**config.mk**
```make
export PLATFORM = sky130hd
export DESIGN_NAME = mem_access_stage_flat
export DESIGN_NICKNAME = d
export VERILOG_FILES = /design/src/rtl/mips_lite_pkg.sv /design/src/rtl/mem_access_stage_if.sv /design/src/rtl/mem_timeout_ctr.sv /design/src/rtl/mem_access_stage.sv /design/src/flat_wrapper.sv
export SDC_FILE = /design/constraint.sdc
export NUM_CORES = 1
export LEC_CHECK = 0
export ABC_AREA = 1
export CORE_AREA = 2 2 96 98
export DETAILED_ROUTE_END_ITERATION = 6
export DIE_AREA = 0 0 98 100
export DONT_BUFFER_PORTS = 1
export PLACE_DENSITY_LB_ADDON = 0.12
export SLEW_MARGIN = 10
export SYNTH_ARGS = -nofsm -noshare
export SYNTH_HDL_FRONTEND = slang
export SYNTH_SLANG_ARGS = --single-unit
```
**constraint.sdc**
```tcl
create_clock -name clk -period 2.5 [get_ports clk]
set_input_delay 0.25 -clock clk [delete_from_list [all_inputs] [get_ports clk]]
set_output_delay 0.25 -clock clk [all_outputs]
set_load 0.005 [all_outputs]
```
**src/rtl/mips_lite_pkg.sv**
```systemverilog
// mips_lite_pkg: shared MEM-stage FSM encoding, WB field indices and alignment helper.
package mips_lite_pkg;
  typedef enum logic [1:0] {IDLE = 2'd0, REQ = 2'd1, DONE = 2'd2} state_t;
  localparam int WB_MEMTOREG = 1;
  localparam int WB_REGWRITE = 0;
  localparam logic [1:0] WORD_ALIGN_MASK = 2'b11;
  function automatic logic is_aligned(input logic [1:0] a);
    return (a & WORD_ALIGN_MASK) == 2'b00;
  endfunction
endpackage

```
**src/rtl/mem_access_stage_if.sv**
```systemverilog
// mem_access_stage_if: data-memory req/ack bus between the MEM stage and data memory.
interface mem_access_stage_if #(parameter int DATA_W = 32);
  logic              dmem_req;
  logic              dmem_we;
  logic [DATA_W-1:0] dmem_addr;
  logic [DATA_W-1:0] dmem_wdata;
  logic [DATA_W-1:0] dmem_rdata;
  logic              dmem_ack;
  modport master (output dmem_req, dmem_we, dmem_addr, dmem_wdata, input dmem_rdata, dmem_ack);
  modport slave (input dmem_req, dmem_we, dmem_addr, dmem_wdata, output dmem_rdata, dmem_ack);
endinterface

```
**src/rtl/mem_timeout_ctr.sv**
```systemverilog
// mem_timeout_ctr: saturating count of cycles spent in REQ; flags the last allowed cycle.
module mem_timeout_ctr #(
  parameter int TIMEOUT_CYCLES = 16
) (
  input  logic clk,
  input  logic rst,
  input  logic i_en,
  output logic o_expired
);
  localparam int W = $clog2(TIMEOUT_CYCLES + 1);
  logic [W-1:0] r_cnt;
  assign o_expired = i_en && r_cnt == W'(TIMEOUT_CYCLES - 1);
  always_ff @(posedge clk)
    if (rst || !i_en) r_cnt <= '0;
    else if (!o_expired) r_cnt <= r_cnt + 1'b1;
endmodule

```
**src/rtl/mem_access_stage.sv**
```systemverilog
// mem_access_stage: MIPS-Lite MEM stage; req/ack data-memory access with pipeline stall.
// Define MEM_TIMEOUT_EN to abort REQ after TIMEOUT_CYCLES with a bus_err pulse.
module mem_access_stage
  import mips_lite_pkg::*;
#(
  parameter int DATA_W = 32
`ifdef MEM_TIMEOUT_EN
  , parameter int TIMEOUT_CYCLES = 16
`endif
) (
  input  logic              clk,
  input  logic              rst,
  input  logic              mem_read,
  input  logic              mem_write,
  input  logic [DATA_W-1:0] alu_in,
  input  logic [DATA_W-1:0] wdata_in,
  input  logic [4:0]        wn_in,
  input  logic [1:0]        wb_in,
  output logic [DATA_W-1:0] rd_out,
  output logic [DATA_W-1:0] alu_out,
  output logic [4:0]        wn_out,
  output logic [1:0]        wb_out,
  output logic              stall,
  output logic              misalign,
  output logic              bus_err,
  mem_access_stage_if.master bus
);
  state_t r_state;
  logic w_access, w_aligned, w_start, w_expired;
  assign w_access  = mem_read | mem_write;
  assign w_aligned = is_aligned(alu_in[1:0]);
  assign w_start   = r_state == IDLE && w_access && w_aligned;
  assign stall     = w_start || r_state == REQ;
  assign alu_out   = alu_in;
  assign wn_out    = wn_in;
  // Misaligned accesses and timed-out accesses must not write back.
  assign wb_out    = (r_state == IDLE && w_access && !w_aligned) || (r_state == DONE && bus_err) ? 2'b00 : wb_in;
`ifdef MEM_TIMEOUT_EN
  mem_timeout_ctr #(.TIMEOUT_CYCLES(TIMEOUT_CYCLES)) u_ctr (
    .clk      (clk),
    .rst      (rst),
    .i_en     (r_state == REQ),
    .o_expired(w_expired)
  );
`else
  assign w_expired = 1'b0;
`endif
  always_ff @(posedge clk) begin
    if (rst) begin
      r_state        <= IDLE;
      bus.dmem_req   <= 1'b0;
      bus.dmem_we    <= 1'b0;
      bus.dmem_addr  <= '0;
      bus.dmem_wdata <= '0;
      rd_out         <= '0;
      misalign       <= 1'b0;
      bus_err        <= 1'b0;
    end else begin
      misalign <= r_state == IDLE && w_access && !w_aligned;
      bus_err  <= 1'b0;
      case (r_state)
        IDLE:
          if (w_start) begin
            bus.dmem_addr  <= alu_in;
            bus.dmem_wdata <= wdata_in;
            bus.dmem_we    <= mem_write;
            bus.dmem_req   <= 1'b1;
            r_state        <= REQ;
          end
        REQ:
          if (bus.dmem_ack) begin
            bus.dmem_req <= 1'b0;
            bus.dmem_we  <= 1'b0;
            if (!bus.dmem_we) rd_out <= bus.dmem_rdata;
            r_state <= DONE;
          end else if (w_expired) begin
            bus.dmem_req <= 1'b0;
            bus.dmem_we  <= 1'b0;
            bus_err      <= 1'b1;
            rd_out       <= '0;
            r_state      <= DONE;
          end
        default: r_state <= IDLE;
      endcase
    end
  end
endmodule

```
**src/flat_wrapper.sv**
```systemverilog
// flat-port wrapper written by rule: the top's interface ports become plain ports
module mem_access_stage_flat import mips_lite_pkg::*;
#(
  parameter int DATA_W = 32

)
  (clk, rst, mem_read, mem_write, alu_in, wdata_in, wn_in, wb_in, rd_out, alu_out, wn_out, wb_out, stall, misalign, bus_err, bus_dmem_req, bus_dmem_we, bus_dmem_addr, bus_dmem_wdata, bus_dmem_rdata, bus_dmem_ack);
  mem_access_stage_if #(.DATA_W(DATA_W)) bus_i ();
  input  logic clk;
  input  logic rst;
  input  logic mem_read;
  input  logic mem_write;
  input  logic [DATA_W-1:0] alu_in;
  input  logic [DATA_W-1:0] wdata_in;
  input  logic [4:0] wn_in;
  input  logic [1:0] wb_in;
  output logic [DATA_W-1:0] rd_out;
  output logic [DATA_W-1:0] alu_out;
  output logic [4:0] wn_out;
  output logic [1:0] wb_out;
  output logic stall;
  output logic misalign;
  output logic bus_err;
  output wire logic [$bits(bus_i.dmem_req)-1:0] bus_dmem_req;
  output wire logic [$bits(bus_i.dmem_we)-1:0] bus_dmem_we;
  output wire logic [$bits(bus_i.dmem_addr)-1:0] bus_dmem_addr;
  output wire logic [$bits(bus_i.dmem_wdata)-1:0] bus_dmem_wdata;
  input wire logic [$bits(bus_i.dmem_rdata)-1:0] bus_dmem_rdata;
  input wire logic [$bits(bus_i.dmem_ack)-1:0] bus_dmem_ack;
  assign bus_dmem_req = bus_i.dmem_req;
  assign bus_dmem_we = bus_i.dmem_we;
  assign bus_dmem_addr = bus_i.dmem_addr;
  assign bus_dmem_wdata = bus_i.dmem_wdata;
  assign bus_i.dmem_rdata = bus_dmem_rdata;
  assign bus_i.dmem_ack = bus_dmem_ack;
  mem_access_stage #(.DATA_W(DATA_W)) u_core (.clk(clk), .rst(rst), .mem_read(mem_read), .mem_write(mem_write), .alu_in(alu_in), .wdata_in(wdata_in), .wn_in(wn_in), .wb_in(wb_in), .rd_out(rd_out), .alu_out(alu_out), .wn_out(wn_out), .wb_out(wb_out), .stall(stall), .misalign(misalign), .bus_err(bus_err), .bus(bus_i));
endmodule
```
==> results of run 1 <==
==> flip-flops by register name, indices dropped and copies added, names as in the netlist <==
register               cells
u_core.r_state             2
u_core.bus.dmem_we         1
u_core.misalign            1
u_core.rd_out             32
u_core.bus.dmem_addr      32
u_core.bus.dmem_wdata     32
u_core.bus.dmem_req        1
==> per-layer routing <==
layer  routed length [microns]  track usage [%]
met1                      3194            18.72
met2                      4106            28.40
met3                      1029            7.382
met4                       154            7.585
met5                         0                0
==> cells in the final DEF (no fill, tap or decap) <==
cell,synthesis,final
clkinv_4,0,1
nor2_2,2,2
nand3b_1,1,1
dfxtp_1,101,101
clkinvlp_4,0,2
nor2_1,68,68
nand3_4,0,1
dlygate4sd3_1,0,1
clkinv_2,1,1
a21oi_1,65,65
clkbuf_8,2,11
o21ai_0,47,47
nand2_1,7,7
clkinv_1,1,1
buf_4,39,5
inv_2,1,1
o21ai_1,47,47
nand2_2,2,2
inv_6,0,2
nand3_1,3,3
nor3_1,1,1
inv_1,70,70
conb_1,1,1
==> Yosys cell counts (all sizes together) <==
library cell,instances
clkinv,2
conb,1
clkbuf,11
dfxtp,101
nand3b,1
nand2,9
nand3,4
nor2,70
a21oi,65
inv,71
nor3,1
buf,57
o21ai,94
==> metrics by stage <==
| stage | total power, uW | hold WS (ns) | cells | utilization (%) | area [sq um] |
|---|---|---|---|---|---|
| after floorplan | 2043 | 0.3191 | 487 | - | 3970 |
| after global placement | 2018 | 0.3217 | 535 | 40.77 | 3625 |
| after detailed placement | 2027 | 0.3228 | 535 | 40.77 | 3625 |
| after CTS | 3025 | 0.01946 | 552 | 43.05 | 3827 |
| after global routing | 3138 | 0.02956 | 552 | 43.05 | 3827 |
| final | 2980 | 0.03787 | 552 | 43.05 | 3827 |
==> area by class of cell <==
| cell class | instances | area share, % |
|---|---|---|
| clock buffer | 11 | 3.956 |
| clock inverter | 5 | 1.079 |
| inverter | 73 | 7.192 |
| multi-input combinational | 245 | 30.08 |
| sequential | 101 | 52.83 |
| tap | 111 | 3.629 |
| timing repair buffer | 6 | 1.242 |
==> power by group through the flow <==
stage / Sequential [uW] / Combinational (uW) / Clock [uW]
5_1_grt: 1780 / 256 / 1100
3_3_place_gp: 1810 / 207 / 0
4_1_cts: 1770 / 218 / 1030
6_report: 1770 / 214 / 994
2_1_floorplan: 1790 / 254 / 0
3_5_place_dp: 1810 / 215 / 0
==> final timing paths <==
kind                           start  cells past startpoint  slack (ns)                       end
min reg2reg  u_core.bus.dmem_addr[2]                      2        0.47   u_core.bus.dmem_addr[2]
min               bus_dmem_rdata[14]                      2        0.04         u_core.rd_out[14]
max reg2reg        u_core.r_state[1]                      5        1.03  u_core.bus.dmem_addr[14]
max                u_core.r_state[1]                      4        0.82                     stall
==> kinds of logic after synthesis <==
kind of cell	count (synthesis)	synth area share, %
other	1	0.09446
buffers and inverters	141	20.26
AOI/OAI and AO/OA	159	20.04
and+or+nand+nor	85	8.667
DFF	101	50.93
==> flow_metrics.py, run 1 <==
metrics = {
    "outcome": {
        "outcome": "finished clean",
    },
    "global_route": {
        "grt_pass1_wl_microns": 13070,
        "grt_util_all_layers_pct": 16.95,
        "grt_max_degree": 80,
        "grt_pass1_vias": 2588,
        "antenna_found_initial": 0,
        "grt-ovfl-total": 0,
    },
    "worst_hold_path": {
        "holdCritPathClass": "input pin to flip-flop",
    },
    "clocking": {
        "clock_latency_ns": 0.36,
        "cts_hold_buffers": 1,
        "cts_setup_buffers": 0,
        "clkTransAtPathRegs_ns": 0.10,
        "cts.htree.levels": 3,
        "cts_tree": "yes",
        "cts.path.max_buffers": 2,
        "post_cts_resized": 0,
        "cts_root_buf": "clkbuf_8",
        "cts.sinks": 101,
        "cts_buffers": 9,
    },
    "sta": {
        "fmaxAchievable_mhz": 593.9,
        "skew_ns": 0.01380,
        "slew_viol_final": 0,
        "slew_headroom_pct": 53.84,
        "fin_ws_ns": 0.8162,
        "rsz0062_at_grt": "no",
        "tightest_slew_ns": 0.6923,
        "finalHoldViolCount": 0,
        "period_share_pct": 67.35,
        "totalNegativeSetupSlack_ns": 0,
        "finalSetupViolations": 0,
        "fin_crit_ns": 1.684,
    },
    "placement": {
        "place_ws_ns": 1.017,
        "place_congestion": 0.6832,
        "dp_hpwl_microns": 5955,
        "io_buffers": 0,
    },
    "final_layout": {
        "drive_gt1_share_pct": 6.349,
        "area_delta_synth_final_pct": -3.593,
        "fill_cells": 925,
        "nets": 544,
        "multiInputGateArea_sq_mm": 0.001151,
        "seqCellArea_sq_mm": 0.002022,
        "antenna_cells": 0,
    },
    "routing": {
        "viasPerCell": 4.969,
        "ant_nets": 0,
        "drcViolationCount": 0,
        "wire_per_inst_microns": 15.37,
        "drt_wl_total_microns": 8484,
        "first_iter_violations": 87,
        "first_pass_iters": 4,
        "via_count": 2743,
    },
    "floorplan": {
        "core_sq_mm": 0.008890,
        "die-height_microns": 100,
        "die_w_microns": 98,
        "start_util_pct": 44.66,
        "row_count": 35,
        "io_pins": 248,
        "dieArea_sq_mm": 0.009800,
    },
    "synthesis": {
        "netlist.area_leader.share_pct": 50.93,
        "ys_types": 23,
        "synth_area_sq_mm": 0.003970,
        "synth.avg_cell_area_sq_um": 8.152,
        "synth_nets": 595,
        "synth_cells": 487,
        "synth_area_leaders": "dfxtp_1, a21oi_1, buf_4",
        "ys_warn_count": 0,
        "synth_top_cell_by_area": "dfxtp_1",
        "synth-seq-cells": 101,
        "seq_area_frac_synth_pct": 50.93,
    },
    "pwr": {
        "leakage_uw": 0.001421,
        "switching_share_pct": 26.12,
        "p_int_uw": 2202,
        "pwr-share-comb_pct": 7.2,
        "p_sw_uw": 778.3,
        "ir_drop_uv": 252.6,
        "p_seq_share_pct": 59.5,
        "powerDensity_mw_per_mm2": 778.7,
        "clockPowerShare_pct": 33.4,
    },
    "critical_path": {
        "worstPathRequired_ns": 2.25,
        "timing.critical_path.buf_inv": 1,
        "cpPeakStageDelay_ns": 0.41,
        "critPathTopFamily": "buffers and inverters",
        "slowest_stage": "buf_4",
        "cp-start-kind": "flip-flop",
        "crit_type": "flip-flop to output pin",
        "crit_arrival_ns": 1.43,
        "cp_max_fo": 50,
        "worstPathCellList": "nor2_2 > nand3_4 > buf_4 > nand2_2",
        "cp-end-kind": "output pin",
    },
    "flow_run": {
        "max_cap_violations": 0,
    },
}
Power figures use the tool's default switching activity.
==> inputs of run 2 (changes only) <==
- clock period: 2.5 -> 1.4 ns (I/O delays scaled with it)
==> run 2 against run 1 <==
Net effect:
- via count grew 19%
- worst hold slack gained 0.0041 ns
- critical path type unchanged
- critical path depth is 1 higher
- sequential power is 79% higher
- wire length increased by 18%
- flip-flop and latch count unchanged
- global-route usage up 2.9 points
- clock-buffer cell count down 1
==> flow_metrics.py, run 2 (synthesized netlist as in run 1, its figures left out) <==
metrics = {
    "critical_path": {
        "worstPathRequired_ns": 1.26,
        "crit_type": "flip-flop to output pin",
        "cp-start-kind": "flip-flop",
        "slowest_stage": "dfxtp_2",
        "crit_arrival_ns": 1.25,
        "cp_max_fo": 3,
        "cp-end-kind": "output pin",
        "cpPeakStageDelay_ns": 0.34,
        "worstPathCellList": "nor2_4 > buf_6 > nand3b_1 > nand2_1 > inv_2",
    },
    "pwr": {
        "leakage_uw": 0.001929,
        "ir_drop_uv": 643.4,
        "powerDensity_mw_per_mm2": 1151,
        "design_power_total_uw": 5735,
    },
    "clocking": {
        "cts_tree": "yes",
        "cts_buffers": 9,
        "cts.htree.levels": 3,
        "cts.sinks": 101,
        "clock_latency_ns": 0.36,
        "clkTransAtPathRegs_ns": 0.10,
        "cts.path.max_buffers": 2,
        "cts_root_buf": "clkbuf_8",
    },
    "sta": {
        "fin_crit_ns": 1.391,
        "finalHoldViolCount": 0,
        "slew_viol_final": 0,
        "period_share_pct": 99.36,
        "skew_ns": 0.01569,
        "rsz0062_at_grt": "yes",
        "finalSetupViolations": 0,
        "holdWs_ns": 0.04193,
        "fmaxAchievable_mhz": 718.9,
    },
    "floorplan": {
        "io_pins": 248,
        "die-height_microns": 100,
        "die_w_microns": 98,
        "core_sq_mm": 0.008890,
        "row_count": 35,
        "start_util_pct": 44.66,
        "dieArea_sq_mm": 0.009800,
    },
    "flow_run": {
        "max_cap_violations": 0,
    },
    "routing": {
        "drt_wl_total_microns": 9986,
        "viasPerCell": 4.974,
        "wire_per_inst_microns": 15.22,
        "first_pass_iters": 4,
        "first_iter_violations": 58,
        "via_count": 3263,
        "ant_nets": 0,
        "drcViolationCount": 0,
    },
    "final_layout": {
        "final_cell_mix": "dfxtp_1, dlygate4sd3_1, nor2_1, inv_1, a21oi_1",
        "nets": 648,
        "area_delta_synth_final_pct": 25.53,
        "layout_commonest_cell": "dfxtp_1",
        "top_regs": "u_core.bus.dmem_addr: 32 flops, u_core.bus.dmem_wdata: 32 flops, u_core.rd_out: 32 flops",
        "drive_gt1_share_pct": 7.537,
    },
    "global_route": {
        "grt-ovfl-total": 0,
        "grt_max_degree": 51,
        "grt_pass1_wl_microns": 15710,
        "grt_pass1_vias": 3280,
        "antenna_found_initial": 1,
        "grt_util_all_layers_pct": 19.85,
    },
    "worst_hold_path": {
        "holdCritPathClass": "input pin to flip-flop",
    },
    "placement": {
        "place_congestion": 0.7656,
        "dp_hpwl_microns": 5997,
        "io_buffers": 0,
    },
    "outcome": {
        "outcome": "finished clean",
    },
}
run 2: path summary, 6_finish.rpt:
path / from / to / slack [ns] / cells after the start
hold / removal: rst / u_core.bus.dmem_addr[6] / 0.04 / 3
setup / recovery: u_core.r_state[0] / wb_out[1] / 0.009 / 5
setup reg to reg: u_core.r_state[0] / u_core.bus.dmem_wdata[19] / 0.08 / 6
hold reg to reg: u_core.bus.dmem_addr[20] / u_core.bus.dmem_addr[20] / 0.47 / 2
run 2: layout make-up:
cell class,instances,area (sq um)
Fill cell,813,3906
Clock inverter,5,60.06
Sequential cell,101,2024
Antenna cell,1,2.502
Inverter,73,276.5
Clock buffer,10,137.6
Timing Repair Buffer,110,1174
Multi-Input combinational cell,245,1170
Tap cell,111,138.9
run 2: report_power, final:
group	internal (uW)	total [uW]	switching, uW	leakage [uW]
combinational	372	691	319	0.00100
sequential	3040	3170	131	0.000827
clock	873	1880	1000	0.0000987
run 2: critical path: cells and delay by family (launching register included):
| family | cells | cell delay [ns] |
|---|---|---|
| and+or+nand+nor | 3 | 0.41 |
| DFF | 1 | 0.34 |
| buffers and inverters | 2 | 0.16 |
run 2: layer usage:
layer / track usage, % / routed length, microns
met5: 0 / 0
met4: 8.120 / 180
met3: 6.267 / 932
met2: 35.35 / 4912
met1: 22.02 / 3961
run 2: through the flow:
| stage | worst slack, ns | utilization [%] | area, sq um | TNS (ns) | cells |
|---|---|---|---|---|---|
| 2_1_floorplan | 0.3223 | - | 3970 | 0 | 487 |
| 3_3_place_gp | 0.1534 | 41.45 | 3685 | 0 | 538 |
| 3_5_place_dp | 0.1264 | 41.45 | 3685 | 0 | 538 |
| 4_1_cts | -0.02464 | 55.67 | 4949 | -0.04737 | 654 |
| 5_1_grt | -0.1000 | 56.06 | 4984 | -0.2220 | 656 |
| 6_report | 0.009008 | 56.06 | 4984 | 0 | 656 |
run 2: repair_timing:
item                                    CTS  global route
endpoints found under the setup margin    1            58
gates cloned                              2             0
hold buffers                             96             0
hold endpoints to repair                 99             0
setup buffers                             3             1
gates resized for setup                   4            16
pin swaps                                 2             0
==> inputs of run 3 (changes only) <==
- clock period: 1.4 -> 1.2 ns (I/O delays scaled with it)
==> run 3 against run 2 <==
Net effect:
- the run now ends with negative setup slack left
- sequential share of layout area down 1.9 points
- clock-buffer cell count unchanged
- via count down 0.25%
- utilization up 2.8 points
- worst setup slack worse by 0.11 ns
- design area up 5.0%
- non-clock buffer count up 6
- wire length up 6.7%
- sequential power up 17%
- clock power about the same
- largest cell class unchanged
==> flow_metrics.py, run 3 (synthesized netlist as in run 1, its figures left out) <==
metrics = {
    "clocking": {
        "cts.sinks": 101,
        "cts.htree.levels": 3,
        "cts_tree": "yes",
        "cts_buffers": 9,
        "cts.path.max_buffers": 2,
        "cts_root_buf": "clkbuf_8",
        "clkTransAtPathRegs_ns": 0.09,
        "clock_latency_ns": 0.35,
    },
    "final_layout": {
        "top_regs": "u_core.bus.dmem_addr: 32 flops, u_core.bus.dmem_wdata: 32 flops, u_core.rd_out: 32 flops",
        "fill_cells": 777,
        "drive_gt1_share_pct": 14.73,
        "stdcell_area_sq_mm": 0.005231,
        "nets": 654,
        "area_delta_synth_final_pct": 31.77,
        "layout_commonest_cell": "dfxtp_1",
        "final_cell_mix": "dfxtp_1, dlygate4sd3_1, inv_1",
        "final_core_util_pct": 58.85,
        "stdcell_count": 662,
    },
    "global_route": {
        "grt_util_all_layers_pct": 19.49,
        "grt_pass1_wl_microns": 15430,
        "grt_pass1_vias": 3188,
        "antenna_found_initial": 1,
        "grt-ovfl-total": 0,
        "grt_max_degree": 51,
    },
    "floorplan": {
        "die_w_microns": 98,
        "start_util_pct": 44.66,
        "row_count": 35,
        "core_sq_mm": 0.008890,
        "die-height_microns": 100,
        "io_pins": 248,
        "dieArea_sq_mm": 0.009800,
    },
    "pwr": {
        "p_seq_share_pct": 56.8,
        "pwr-share-comb_pct": 14.1,
        "p_int_uw": 4775,
        "ir_drop_uv": 598.7,
        "leakage_uw": 0.002003,
        "switching_share_pct": 26.57,
        "powerDensity_mw_per_mm2": 1243,
        "p_sw_uw": 1728,
        "clockPowerShare_pct": 29.0,
    },
    "sta": {
        "period_share_pct": 108.3,
        "fmaxAchievable_mhz": 769.3,
        "slew_viol_final": 0,
        "fin_ws_ns": -0.09982,
        "skew_ns": 0.01184,
        "rsz0062_at_grt": "yes",
        "fin_crit_ns": 1.300,
        "finalHoldViolCount": 0,
        "holdWs_ns": 0.02780,
        "finalSetupViolations": 27,
    },
    "routing": {
        "first_pass_iters": 4,
        "ant_nets": 0,
        "viasPerCell": 4.917,
        "drt_wl_total_microns": 10650,
        "first_iter_violations": 57,
        "via_count": 3255,
        "wire_per_inst_microns": 16.09,
        "drcViolationCount": 0,
    },
    "placement": {
        "place_ws_ns": -0.03479,
        "io_buffers": 0,
        "dp_hpwl_microns": 6126,
        "place_congestion": 0.7840,
        "postPlaceCellArea_sq_mm": 0.003757,
        "numPlacedInstances": 541,
    },
    "critical_path": {
        "cp-start-kind": "flip-flop",
        "worstPathRequired_ns": 1.08,
        "cp-end-kind": "output pin",
        "crit_arrival_ns": 1.18,
        "crit_type": "flip-flop to output pin",
        "cp_max_fo": 3,
    },
    "outcome": {
        "outcome": "finished, violations left",
        "failed_checks": "negative setup slack",
    },
    "worst_hold_path": {
        "holdCritPathClass": "input pin to flip-flop",
    },
    "flow_run": {
        "max_cap_violations": 0,
    },
}
## run 3: cell count changes in the layout (fill, tap and decap cells not counted), sizes merged
cell	delta
bufbuf	-2
clkinvlp	+1
bufinv	-1
buf	+4
clkbuf	+4
## run 3: power by group through the flow
stage          clock network (uW)  logic [uW]  registers (uW)
6_report                     1890         920            3700
5_1_grt                      2080        1020            3720
4_1_cts                      1960         801            3700
3_5_place_dp                    0         504            3770
3_3_place_gp                    0         486            3770
2_1_floorplan                   0         528            3730
## run 3: through the flow
step	power, uW	setup TNS [ns]
global placement	4256	0
CTS	6462	-0.4144
floorplan	4256	0
global route	6819	-4.991
finish	6503	-0.4585
detailed placement	4274	-0.1168
## run 3: worst max-delay path: stages (launching register included)
cell	delay, ns
dfxtp_2	0.35
nor2_4	0.14
nand3b_1	0.15
nand2_1	0.14
inv_1	0.06
## run 3: path summary, 6_finish.rpt
check / slack [ns] / from / depth (start not counted) / endpoint
setup reg to reg: -0.02 / u_core.r_state[0] / 7 / u_core.rd_out[22]
setup / recovery: -0.1 / u_core.r_state[1] / 4 / wb_out[0]
hold reg to reg: 0.47 / u_core.bus.dmem_addr[13] / 2 / u_core.bus.dmem_addr[13]
hold / removal: 0.03 / mem_write / 4 / u_core.bus.dmem_we
## run 3: area by class of cell
cell class | instances | area, sq um | area share, %
multi-input combinational | 245 | 1313 | 25.09
sequential | 101 | 2027 | 38.75
tap | 111 | 138.9 | 2.655
clock buffer | 10 | 127.6 | 2.440
clock inverter | 5 | 37.54 | 0.7175
antenna | 1 | 2.502 | 0.04784
timing repair buffer | 116 | 1301 | 24.87
inverter | 73 | 284.0 | 5.429
## run 3: layer usage
metal  GRT usage, %  vias to the layer above  wire, microns
li1               -                     1615              -
met1          21.38                     1483           4080
met2          34.67                      148           5484
met3          7.451                        9            967
met4          6.624                        0            118
met5              0                        -              0
## run 3: timing repair
| action | CTS | global route |
|---|---|---|
| setup buffers | 5 | 0 |
| endpoints found under the hold margin | 99 | 0 |
| resized for setup | 36 | 63 |
| endpoints found under the setup margin | 21 | 99 |
| pin swaps | 3 | 5 |
| gates cloned | 0 | 5 |
| hold buffers | 96 | 0 |
